**config.mk**
```make
export PLATFORM = sky130hd
export DESIGN_NAME = song_reader
export DESIGN_NICKNAME = d
export VERILOG_FILES = /design/src/rtl/song_reader.sv
export SDC_FILE = /design/constraint.sdc
export NUM_CORES = 1
export LEC_CHECK = 0
export ABC_AREA = 1
export CORE_MARGIN = 2
export CORE_UTILIZATION = 30
export DETAILED_ROUTE_END_ITERATION = 8
export DONT_BUFFER_PORTS = 1
export PLACE_DENSITY = 0.5
export SETUP_SLACK_MARGIN = 0.02
export SYNTH_ARGS = -nofsm -noshare
export SYNTH_HDL_FRONTEND = slang
export SYNTH_SLANG_ARGS = --single-unit
```
**constraint.sdc**
```tcl
create_clock -name clk -period 1.8 [get_ports clk]
set_clock_uncertainty 0.05 [all_clocks]
set_input_delay 0.27 -clock clk [delete_from_list [all_inputs] [get_ports clk]]
set_output_delay 0.27 -clock clk [all_outputs]
set_load 0.1 [all_outputs]
```
**src/rtl/song_reader.sv**
```systemverilog
// Song sequencer: walks the song ROM at {song, note_index} and hands each note
// to the note player with a new_note/note_done handshake.
module song_reader #(
  parameter int NOTE_IDX_W = 5,
  parameter int NOTE_W     = 6,
  parameter int DUR_W      = 6
) (
  input  logic                      clk,
  input  logic                      reset,
  input  logic                      play,
  input  logic                      reset_player,
  input  logic [1:0]                song,
  input  logic                      note_done,
  output logic [NOTE_IDX_W+1:0]     rom_addr,
  input  logic [NOTE_W+DUR_W-1:0]   rom_data,
  output logic                      new_note,
  output logic [NOTE_W-1:0]         note,
  output logic [DUR_W-1:0]          duration,
  output logic                      song_done
);

  localparam logic [NOTE_IDX_W-1:0] IDX_ONE  = 1;
  localparam logic [NOTE_IDX_W-1:0] IDX_LAST = '1;

  typedef enum logic [2:0] {
    S_IDLE,
    S_FETCH,
    S_WAIT_ROM,
    S_ISSUE,
    S_WAIT_DONE,
    S_DONE
  } state_e;

  state_e                  state_q;
  logic [NOTE_IDX_W-1:0]   idx_q;
  logic [1:0]              song_q;
  logic                    new_note_q;
  logic                    song_done_q;
  logic [NOTE_W-1:0]       note_q;
  logic [DUR_W-1:0]        dur_q;

  logic [NOTE_W-1:0]       rom_note;
  logic [DUR_W-1:0]        rom_dur;

  assign rom_note = rom_data[NOTE_W+DUR_W-1:DUR_W];
  assign rom_dur  = rom_data[DUR_W-1:0];

  always_ff @(posedge clk) begin
    if (!reset) begin
      state_q     <= S_IDLE;
      idx_q       <= '0;
      song_q      <= '0;
      new_note_q  <= 1'b0;
      song_done_q <= 1'b0;
      note_q      <= '0;
      dur_q       <= '0;
    end else begin
      new_note_q  <= 1'b0;
      song_done_q <= 1'b0;
      // Song select tracks the mcu only while parked at the start of a song.
      if (state_q == S_IDLE && idx_q == '0)
        song_q <= song;
      if (reset_player) begin
        state_q <= S_IDLE;
        idx_q   <= '0;
      end else begin
        case (state_q)
          S_IDLE: begin
            if (play)
              state_q <= S_FETCH;
          end
          S_FETCH: begin
            state_q <= S_WAIT_ROM;
          end
          S_WAIT_ROM: begin
            if (rom_dur == '0) begin
              state_q     <= S_DONE;
              song_done_q <= 1'b1;
            end else begin
              note_q  <= rom_note;
              dur_q   <= rom_dur;
              state_q <= S_ISSUE;
            end
          end
          S_ISSUE: begin
            new_note_q <= 1'b1;
            state_q    <= S_WAIT_DONE;
          end
          S_WAIT_DONE: begin
            if (note_done) begin
              if (idx_q == IDX_LAST) begin
                state_q     <= S_DONE;
                song_done_q <= 1'b1;
              end else begin
                idx_q   <= idx_q + IDX_ONE;
                state_q <= play ? S_FETCH : S_IDLE;
              end
            end
          end
          S_DONE: begin
            state_q <= S_DONE;
          end
          default: begin
            state_q <= S_IDLE;
          end
        endcase
      end
    end
  end

  assign rom_addr  = {song_q, idx_q};
  assign new_note  = new_note_q;
  assign song_done = song_done_q;
  assign note      = note_q;
  assign duration  = dur_q;

endmodule

```
# Word level (Yosys, flattened, before mapping)

Cells that the tools add are included.

Logic and storage cells: 39
Register bits after elaboration: 24
Input bits: 19
Output and inout bits: 21

Multiplexer cells: 11
Equality and inequality tests: 8
$add $sub $neg: 1
Reductions and logical operators: 8
Bitwise gates (word level): 4

Operators by type and width:

| cell                                                             | number |
|---|---|
| 3-bit one-hot mux with 6 select lines                            | 1 |
| 3-bit 2-to-1 mux                                                 | 4 |
| 3-bit by 2-bit == test with 1-bit output (second input constant) | 2 |
| 3-bit == test (second input constant)                            | 2 |
| 6-bit logical NOT                                                | 1 |
| 3-bit AND reduction                                              | 2 |
| 5-bit by 1-bit adder with 5-bit output (second input constant)   | 1 |
| 5-bit == test (second input constant)                            | 1 |
| 5-bit logical NOT                                                | 1 |
| 1-bit 2-to-1 mux                                                 | 5 |
| 2-bit inequality test (second input constant)                    | 2 |
| 1-bit inverter                                                   | 4 |
| 3-bit by 1-bit == test with 1-bit output (second input constant) | 1 |
| 3-bit logical NOT                                                | 1 |
| 1-bit one-hot mux with 2 select lines                            | 1 |
| 2-bit AND reduction                                              | 1 |
| 2-bit OR reduction                                               | 1 |
| 1-bit logical AND                                                | 1 |

# Longest topological paths before layout

Gate-level depths: netlist (run 1).

Word-level depth: 4
Depth in mapped cells: 10
Gate-level depth less buffers: 10

# Worst setup path after synthesis (run 1)

Ideal clock, no wire load.

Path kind: reg2reg
From: register idx_q[1]
To: register idx_q[0]
Library setup time: 0.117 ns
Slack: -0.430 ns
Buffers on the path: 0
Period minus slack after synthesis: 2.230 ns
Arrival: 2.063 ns
Cell stages (with the launch flop): 10
Cell sequence: dfxtp_1 > ha_1 > nand2_1 > nor2_1 > ha_1 > inv_1 > nand4_1 > inv_2 > nor2_1 > nor2_1

Word-level cells in the longest chain between the ends: 3

Ends and longest elaborated chain:

| element                       | line | RTL |
|---|---|---|
| start: declaration            | 35   | `logic [NOTE_IDX_W-1:0] idx_q;` |
| start signal: assignment      | 95   | `idx_q <= idx_q + IDX_ONE;` |
| 5-bit == test                 | 91   | `if (idx_q == IDX_LAST) begin` |
| 1-bit inverter (no line)      | n/a  |  |
| 3-bit AND reduction (no line) | n/a  |  |

Every way passes these cells.
A chain may end at the register's enable or synchronous reset.

# Worst setup path in the final report (run 1)

From: register idx_q[1]
To: register idx_q[4]

Word-level cells in the longest chain between the ends: 3
Elaborated cells between the ends (all ways): 4

Ends and longest elaborated chain:

| element |
|---|
| parallel branches: the longest is 3 deep, another holds 5-bit by 1-bit adder with 5-bit output |

Several ways; the timed one is not identified.

==> impl_metrics.py, run 1 <==
metrics = {
    "status": {
        "outcome": "completed",
    },
    "clocking": {
        "cts_tree": "yes",
        "cts_root_buf": "clkbuf_8",
        "hold_buffers": 0,
        "htree_levels": 1,
        "post_cts_buffers": 0,
        "clock-sinks": 24,
        "clk_pin_slew_ps": 90,
        "cts.path.max_buffers": 2,
        "insertion_delay_ps": 260,
        "numCtsBuffers": 3,
        "cts_resized": 0,
    },
    "critical_path": {
        "rr_worst_depth": 8,
        "required_ps": 1910,
        "cp_max_fo": 6,
        "r2r_end": "idx_q[4]",
        "r2r_start": "idx_q[1]",
        "crit_type": "reg2reg",
        "r2r_slack_ps": 190,
        "cp.arrival_ps": 1730,
        "start_kind": "register",
        "end_kind": "register",
    },
    "die": {
        "num_rows": 23,
        "io_pins": 40,
        "initial_core_util_pct": 31.8,
        "die_w_um": 69.8,
        "core_area_sq_um": 4090,
        "die_h_um": 69.8,
        "die-area_sq_um": 4870,
    },
    "global_route": {
        "first_global_vias": 1212,
        "grt_usage_pct": 12.6,
        "grt_first_pass_wirelength_mm": 5.11,
        "grt_start_max_net_pins": 16,
        "grt-ovfl-total": 0,
        "antenna_found_initial": 0,
    },
    "logic_synthesis": {
        "synth_enable_flop_cells": 0,
        "ys_warn_count": 0,
        "yosys-top-cells-area": "dfxtp_1, inv_1, nand2_1",
        "synth_top_cell_by_area": "dfxtp_1",
        "synth_flop_cell": "dfxtp_1",
        "avgSynthCellArea_sq_um": 6.37,
        "synthesis.instances": 204,
        "synth_nets": 226,
        "synthArstFlopShare_pct": 0,
        "syn-cell-area_sq_um": 1300,
        "yosys_register_bits": 24,
        "synth_top_area_share_pct": 37.0,
        "ys_types": 21,
        "ys_seq_area_share_pct": 37.0,
    },
    "sta": {
        "worst_pin_slew_ps": 335,
        "rsz0062_at_grt": "no",
        "period_share_pct": 89.6,
        "period_needed_ps": 1610,
        "fmax_mhz": 620,
        "setup-tns-final_ps": 0,
        "finalMaxSlewViolations": 0,
        "slew_headroom_pct": 77.6,
        "hold_viol_final": 0,
        "setup_viol": 0,
    },
    "cells_and_area": {
        "ff_latch_area_sq_um": 492,
        "syn_to_final_growth_pct": 20.2,
        "finalNonFillerCells": 276,
        "nNetsFinal": 249,
        "drive_gt1_share_pct": 17.3,
        "n_antenna_cell": 0,
        "multi_input_area_sq_um": 587,
        "nFillCells": 437,
    },
    "pwr": {
        "power_density_nw_per_um2": 653,
        "vdd_drop_max_uv": 242,
        "power_leakage_uw": 0.000820,
    },
    "placed_design": {
        "dpl.hpwl_mm": 2.20,
        "post-place-cells": 272,
        "place.gp.congestion": 0.822,
        "io_buffers": 0,
    },
    "route": {
        "drt_pass1_iterations": 4,
        "final_antenna_net_count": 0,
        "wl_per_cell_um": 10.5,
        "drc": 0,
        "wl_mm": 2.90,
        "drtIter0Drc": 78,
        "viasPerCell": 4.36,
        "vias": 1204,
    },
    "worst_hold_path": {
        "hold_class": "in2reg",
        "hold_start": "reset",
        "min_path_cells": 2,
        "min_to": "song_q[0]",
    },
    "flow_run": {
        "max-cap-violations": 0,
    },
}
-- area by class of cell --
class | count | share of cell area (%)
Inverter | 54 | 13.0
Sequential cell | 24 | 31.5
Timing Repair Buffer | 23 | 11.1
Clock inverter | 1 | 0.240
Multi-Input combinational cell | 121 | 37.6
Tap cell | 50 | 4.01
Clock buffer | 3 | 2.64
-- state kept, by name, indices dropped and copies added, names as in the netlist --
signal / cells
song_q: 2
song_done: 1
duration: 6
state_q: 3
idx_q: 5
new_note: 1
note: 6
-- routing by layer --
layer | track usage (%) | wire length (um) | part of all wire [%]
met4 | 4.06 | 11 | 0.38
met5 | 0 | 0 | 0
met3 | 2.91 | 186 | 6.4
met1 | 15.3 | 1390 | 48
met2 | 21.9 | 1310 | 45
-- power breakdown --
part	switching, uW	internal [uW]	total, uW	leakage, uW
registers	4.77	538	542	0.000197
logic	112	36.6	148	0.000600
clock network	176	153	329	0.0000231
-- cell usage in the layout, fill, tap and decap left out --
cell type / netlist / layout
inv_1: 51 / 50
nand2_1: 46 / 46
nor2_1: 32 / 32
buf_4: 0 / 23
dfxtp_1: 24 / 19
nand4_1: 16 / 16
nand3_1: 9 / 9
a21oi_1: 5 / 5
inv_2: 3 / 4
ha_1: 3 / 3
clkbuf_8: 0 / 3
dfxtp_2: 0 / 3
o21ai_0: 3 / 2
dfxtp_4: 0 / 2
nand2_2: 1 / 1
nor2_8: 1 / 1
nand3_4: 1 / 1
nor2_2: 1 / 1
nor3_1: 1 / 1
xor2_1: 1 / 1
o21ai_1: 0 / 1
nor3b_1: 1 / 1
clkinv_1: 0 / 1
-- Yosys cell counts (2+ instances only) --
cell and number:
inv_1 51, nand2_1 46, nor2_1 32, dfxtp_1 24
nand4_1 16, nand3_1 9, a21oi_1 5, ha_1 3
inv_2 3, o21ai_0 3, buf_2 2
-- critical path: stages, from the launching register on --
cell     delay, ps
dfxtp_4        370
ha_1           200
nand2_1         70
nor2_1          40
ha_1           180
inv_2           60
nand4_1        230
o21ai_0        250
nor2_1          60
-- logic make-up (layout without fill, tap and decap cells) --
logic type | count (synthesis) | count (layout) | share of synthesized area, %
compound gates | 8 | 8 | 3.08
xor+xnor | 1 | 1 | 0.674
fa+ha+maj | 3 | 3 | 2.89
buf+inv | 59 | 81 | 17.8
flops | 24 | 24 | 37.0
simple gates | 109 | 109 | 38.5
-- worst max path at each step --
stage,startpoint,end,slack (ps),cells past startpoint
2_1_floorplan,idx_q[1],idx_q[4],150,9
4_1_cts,idx_q[1],idx_q[3],160,9
6_report,idx_q[1],idx_q[4],190,8
5_1_grt,idx_q[1],idx_q[3],30,9
3_5_place_dp,idx_q[1],idx_q[4],180,8
3_3_place_gp,idx_q[1],idx_q[2],190,9
-- per-stage QoR --
stage / area (sq um) / utilization (%) / total power [uW] / hold WS [ps] / setup WS, ps
floorplan: 1310 / - / 681 / 341 / 150
global placement: 1520 / 37.1 / 704 / 349 / 195
detailed placement: 1520 / 37.1 / 704 / 348 / 184
CTS: 1560 / 38.2 / 1040 / 53.0 / 159
finish: 1560 / 38.2 / 1020 / 66.3 / 187
global route: 1560 / 38.2 / 1070 / 56.6 / 25.4
Power figures use the tool's default switching activity.
==> inputs of run 2 (changes only) <==
ABC_AREA = unset   (was 1)
==> run 2 against run 1 <==
  * First-iteration DRC count down 68%
  * Wire length down 17%
  * Maximum frequency up 1.1%
  * Flip-flop and latch count unchanged
  * Utilization about the same
  * Synthesized cell count down 38%
  * Design area down 11%
==> impl_metrics.py, run 2 <==
metrics = {
    "logic_synthesis": {
        "synthArstFlopShare_pct": 0,
        "ys_seq_area_share_pct": 42.9,
        "synth_top_cell_by_area": "dfxtp_1",
        "avgSynthCellArea_sq_um": 8.83,
        "yosys-top-cells-count": "dfxtp_1, nor2_1, nand2_1",
        "yosys.area_share.adder_pct": 3.35,
        "ys_types": 34,
        "synth_compound_area_share_pct": 18.8,
        "synth_xor_area_share_pct": 2.34,
        "yosys_register_bits": 24,
        "synth_top_family_by_area": "simple AND/OR/NAND/NOR gates",
        "syn-cell-area_sq_um": 1120,
        "synth_enable_flop_cells": 0,
        "synthMuxAreaShare_pct": 1.79,
        "ys_warn_count": 0,
        "synth_flop_cell": "dfxtp_1",
        "synth_top_area_share_pct": 42.9,
        "synth_nets": 149,
        "synthMostInstantiatedCell": "dfxtp_1",
        "synthesis.instances": 127,
        "yosys-top-cells-area": "dfxtp_1, nor2_1, nand2_1",
        "yosys.area_share.simple_pct": 24.4,
    },
    "global_route": {
        "grt_first_pass_wirelength_mm": 4.17,
        "antenna_found_initial": 0,
        "grt_usage_pct": 12.6,
        "first_global_vias": 883,
        "grt_start_max_net_pins": 28,
        "grt-ovfl-total": 0,
    },
    "die": {
        "initial_core_util_pct": 30.9,
        "io_pins": 40,
        "core_area_sq_um": 3630,
        "die-area_sq_um": 4240,
        "num_rows": 22,
        "die_w_um": 65.1,
        "die_h_um": 65.1,
    },
    "sta": {
        "period_share_pct": 88.6,
        "finalMaxSlewViolations": 0,
        "worst_pin_slew_ps": 419,
        "slew_headroom_pct": 72.1,
        "setup_viol": 0,
        "rsz0062_at_grt": "no",
        "period_needed_ps": 1600,
        "fmax_mhz": 627,
        "setup-tns-final_ps": 0,
        "hold_viol_final": 0,
    },
    "clocking": {
        "cts.path.max_buffers": 2,
        "cts_resized": 0,
        "post_cts_buffers": 0,
        "hold_buffers": 0,
        "numCtsBuffers": 3,
        "cts_tree": "yes",
        "htree_levels": 1,
        "clock-sinks": 24,
        "clk_pin_slew_ps": 90,
        "cts_root_buf": "clkbuf_8",
        "insertion_delay_ps": 260,
    },
    "critical_path": {
        "start_kind": "register",
        "cp.arrival_ps": 1710,
        "cp_slowest_cell": "dfxtp_4",
        "cp_max_fo": 7,
        "r2r_slack_ps": 200,
        "end_kind": "register",
        "rr_worst_depth": 6,
        "required_ps": 1910,
        "r2r_start": "idx_q[0]",
        "r2r_end": "idx_q[2]",
        "cpMostUsedCell": "ha_1",
        "crit_chain": "ha_1 -> and3_1 -> ha_1 -> nor3b_1 -> xnor2_1 -> nor2_1",
        "max_stage_delay_ps": 350,
        "crit_type": "reg2reg",
    },
    "flow_run": {
        "max-cap-violations": 0,
    },
    "placed_design": {
        "dpl.hpwl_mm": 1.74,
        "post-place-cells": 191,
        "place.gp.congestion": 0.667,
        "io_buffers": 0,
    },
    "cells_and_area": {
        "most-common-layout-cells": "buf_4, dfxtp_1, nor2_1, nand2_1",
        "finalNonFillerCells": 195,
        "final_common_cell": "buf_4",
        "nNetsFinal": 170,
        "n_antenna_cell": 0,
        "syn_to_final_growth_pct": 23.9,
        "drive_gt1_share_pct": 30.6,
        "nFillCells": 397,
    },
    "route": {
        "drt_pass1_iterations": 4,
        "vias": 904,
        "drtIter0Drc": 25,
        "drc": 0,
        "viasPerCell": 4.64,
        "final_antenna_net_count": 0,
        "wl_mm": 2.41,
        "wl_per_cell_um": 12.4,
    },
    "status": {
        "outcome": "completed",
    },
    "worst_hold_path": {
        "min_path_cells": 2,
        "hold_start": "rom_data[9]",
        "hold_class": "in2reg",
        "min_to": "note[3]",
    },
    "pwr": {
        "power_leakage_uw": 0.000535,
        "power_density_nw_per_um2": 753,
        "vdd_drop_max_uv": 383,
    },
}
run 2: cell type report:
class                      count  area (sq um)  area share, %
sequential                    24           492           35.4
multi-input combinational     90           568           40.9
timing repair buffer          25           188           13.5
tap                           48          60.1           4.32
clock buffer                   4          66.3           4.77
inverter                       4          15.0           1.08
run 2: worst max path at each step:
stage / startpoint / to / slack [ps] / cells after the start
after floorplan: idx_q[2] / state_q[0] / 100 / 6
after global placement: idx_q[0] / idx_q[2] / 250 / 6
after detailed placement: idx_q[0] / idx_q[2] / 200 / 6
after CTS: idx_q[0] / idx_q[2] / 190 / 6
after global routing: idx_q[0] / idx_q[2] / 30 / 6
final: idx_q[0] / idx_q[2] / 200 / 6
run 2: critical path, delay by kind of cell, from the launching register on:
family / cells / cell delay (ps)
and+or+nand+nor: 3 / 500
adders and majority gates: 2 / 450
DFF: 1 / 350
xor gates and xnor gates: 1 / 150
run 2: layer usage:
metal | up-vias | GRT usage [%] | wire [um]
li1 | 479 | - | -
met1 | 407 | 16.8 | 1110
met2 | 16 | 20.1 | 1150
met3 | 2 | 2.57 | 111
met4 | 0 | 4.69 | 32
met5 | - | 0 | 0
run 2: cells by family after synthesis:
| group | Yosys count |
|---|---|
| AND/OR/NAND/NOR | 55 |
| AO/OA/AOI/OAI | 27 |
| flip-flops | 24 |
| buffers and inverters | 13 |
| XOR/XNOR | 3 |
| adder cells (fa/ha/maj) | 3 |
| multiplexers | 2 |
run 2: per-stage QoR:
step / setup slack [ps] / instance area, sq um / hold slack (ps) / util, % / total power, uW
4_1_cts: 194 / 1390 / 73.6 / 38.2 / 1070
6_report: 204 / 1390 / 86.2 / 38.2 / 1050
3_3_place_gp: 248 / 1320 / 354 / 36.4 / 639
5_1_grt: 28.3 / 1390 / 82.5 / 38.2 / 1090
2_1_floorplan: 97.4 / 1130 / 350 / - / 632
3_5_place_dp: 203 / 1320 / 360 / 36.4 / 640
run 2: power breakdown:
| part | internal, uW | total [uW] | leakage (uW) | switching (uW) |
|---|---|---|---|---|
| logic | 24.4 | 87.8 | 0.000304 | 63.4 |
| registers | 534 | 540 | 0.000197 | 5.42 |
| clock network | 241 | 419 | 0.0000339 | 177 |
| total | 800 | 1050 | 0.000535 | 246 |
==> inputs of run 3 (changes only) <==
CELL_PAD_IN_SITES_DETAIL_PLACEMENT = 0   (was unset)
CELL_PAD_IN_SITES_GLOBAL_PLACEMENT = 2   (was unset)
PLACE_DENSITY = 0.74   (was 0.5)
==> run 3 against run 2 <==
  * Die area unchanged
  * First-iteration DRC count is 4.0% lower
  * Flip-flop and latch count did not move
  * Critical path type unchanged
  * Critical endpoint unchanged
==> impl_metrics.py, run 3 (synthesis results as in run 2) <==
metrics = {
    "sta": {
        "slew_headroom_pct": 71.7,
        "rsz0062_at_grt": "no",
        "worst_pin_slew_ps": 424,
        "setup-tns-final_ps": 0,
        "setup_slack_ps": 196,
        "fmax_mhz": 623,
        "finalMaxSlewViolations": 0,
        "period_needed_ps": 1600,
        "setup_viol": 0,
        "hold_viol_final": 0,
        "period_share_pct": 89.1,
    },
    "cells_and_area": {
        "most-common-layout-cells": "buf_4, dfxtp_1, nor2_1, nand2_1",
        "nNetsFinal": 169,
        "n_antenna_cell": 0,
        "final_common_cell": "buf_4",
        "syn_to_final_growth_pct": 23.7,
        "drive_gt1_share_pct": 30.1,
    },
    "clocking": {
        "cts.path.max_buffers": 2,
        "post_cts_buffers": 0,
        "cts_root_buf": "clkbuf_8",
        "clk_pin_slew_ps": 90,
        "cts_resized": 0,
        "clock-sinks": 24,
        "hold_buffers": 0,
        "numCtsBuffers": 3,
        "htree_levels": 1,
        "insertion_delay_ps": 260,
        "cts_tree": "yes",
    },
    "pwr": {
        "p_total_uw": 1100,
        "vdd_drop_max_uv": 323,
        "power_leakage_uw": 0.000532,
        "power_density_nw_per_um2": 791,
    },
    "critical_path": {
        "start_kind": "register",
        "cp.arrival_ps": 1700,
        "required_ps": 1900,
        "r2r_start": "idx_q[0]",
        "cp_max_fo": 7,
        "r2r_slack_ps": 200,
        "crit_type": "reg2reg",
        "r2r_end": "idx_q[2]",
        "rr_worst_depth": 6,
        "end_kind": "register",
    },
    "die": {
        "die_h_um": 65.1,
        "io_pins": 40,
        "core_area_sq_um": 3630,
        "initial_core_util_pct": 30.9,
        "num_rows": 22,
        "die-area_sq_um": 4240,
        "die_w_um": 65.1,
    },
    "global_route": {
        "grt-ovfl-total": 0,
        "grt_start_max_net_pins": 28,
        "grt_usage_pct": 12.1,
        "first_global_vias": 932,
        "grt_first_pass_wirelength_mm": 4.06,
        "antenna_found_initial": 0,
    },
    "worst_hold_path": {
        "min_path_cells": 1,
        "hold_start": "rom_data[3]",
        "hold_class": "in2reg",
        "min_to": "duration[3]",
    },
    "route": {
        "drt_pass1_iterations": 4,
        "wl_mm": 2.38,
        "final_antenna_net_count": 0,
        "wl_per_cell_um": 12.3,
        "drc": 0,
        "vias": 949,
        "viasPerCell": 4.89,
        "drtIter0Drc": 24,
    },
    "placed_design": {
        "place.gp.congestion": 0.771,
        "pre_cts_ws_ps": 195,
        "dpl.hpwl_mm": 1.80,
        "io_buffers": 0,
    },
    "status": {
        "outcome": "completed",
    },
    "flow_run": {
        "max-cap-violations": 0,
    },
}
[run 3: how the worst max path moves through the flow]
| stage | start | end | slack [ps] | cells past startpoint |
|---|---|---|---|---|
| floorplan | idx_q[2] | state_q[0] | 100 | 6 |
| global placement | idx_q[0] | idx_q[2] | 230 | 6 |
| detailed placement | idx_q[0] | idx_q[2] | 200 | 6 |
| CTS | idx_q[0] | idx_q[2] | 180 | 6 |
| global route | idx_q[0] | state_q[0] | 60 | 7 |
| finish | idx_q[0] | idx_q[2] | 200 | 6 |
[run 3: worst max-delay path, stage by stage (launching register included)]
cell	delay, ps
dfxtp_4	350
ha_1	190
and3_1	180
ha_1	260
nor3b_1	260
xnor2_1	150
nor2_1	50
[run 3: final cells by class]
cell class	count	area (sq um)
clock buffer	3	41.3
clock inverter	1	30.0
fill	383	2250
inverter	4	15.0
multi-input combinational	90	568
sequential	24	492
tap	48	60.1
timing repair buffer	24	180
[run 3: per-layer routing]
metal	share of wire, %	GRT usage (%)
met5	0	0
met4	0.92	5.47
met3	10	3.08
met2	48	19.3
met1	41	15.5
[run 3: power breakdown]
part	leakage [uW]	internal, uW	switching [uW]	total (uW)
sequential	0.000197	534	6.14	541
combinational	0.000299	22.9	61.5	84.4
clock	0.0000357	297	174	471
[run 3: per-stage QoR]
| stage | area [sq um] | util (%) | hold slack, ps | instances |
|---|---|---|---|---|
| 2_1_floorplan | 1130 | - | 350 | 127 |
| 3_3_place_gp | 1320 | 36.2 | 355 | 190 |
| 3_5_place_dp | 1320 | 36.2 | 358 | 190 |
| 4_1_cts | 1390 | 38.2 | 73.7 | 194 |
| 5_1_grt | 1390 | 38.2 | 81.4 | 194 |
| 6_report | 1390 | 38.2 | 84.6 | 194 |
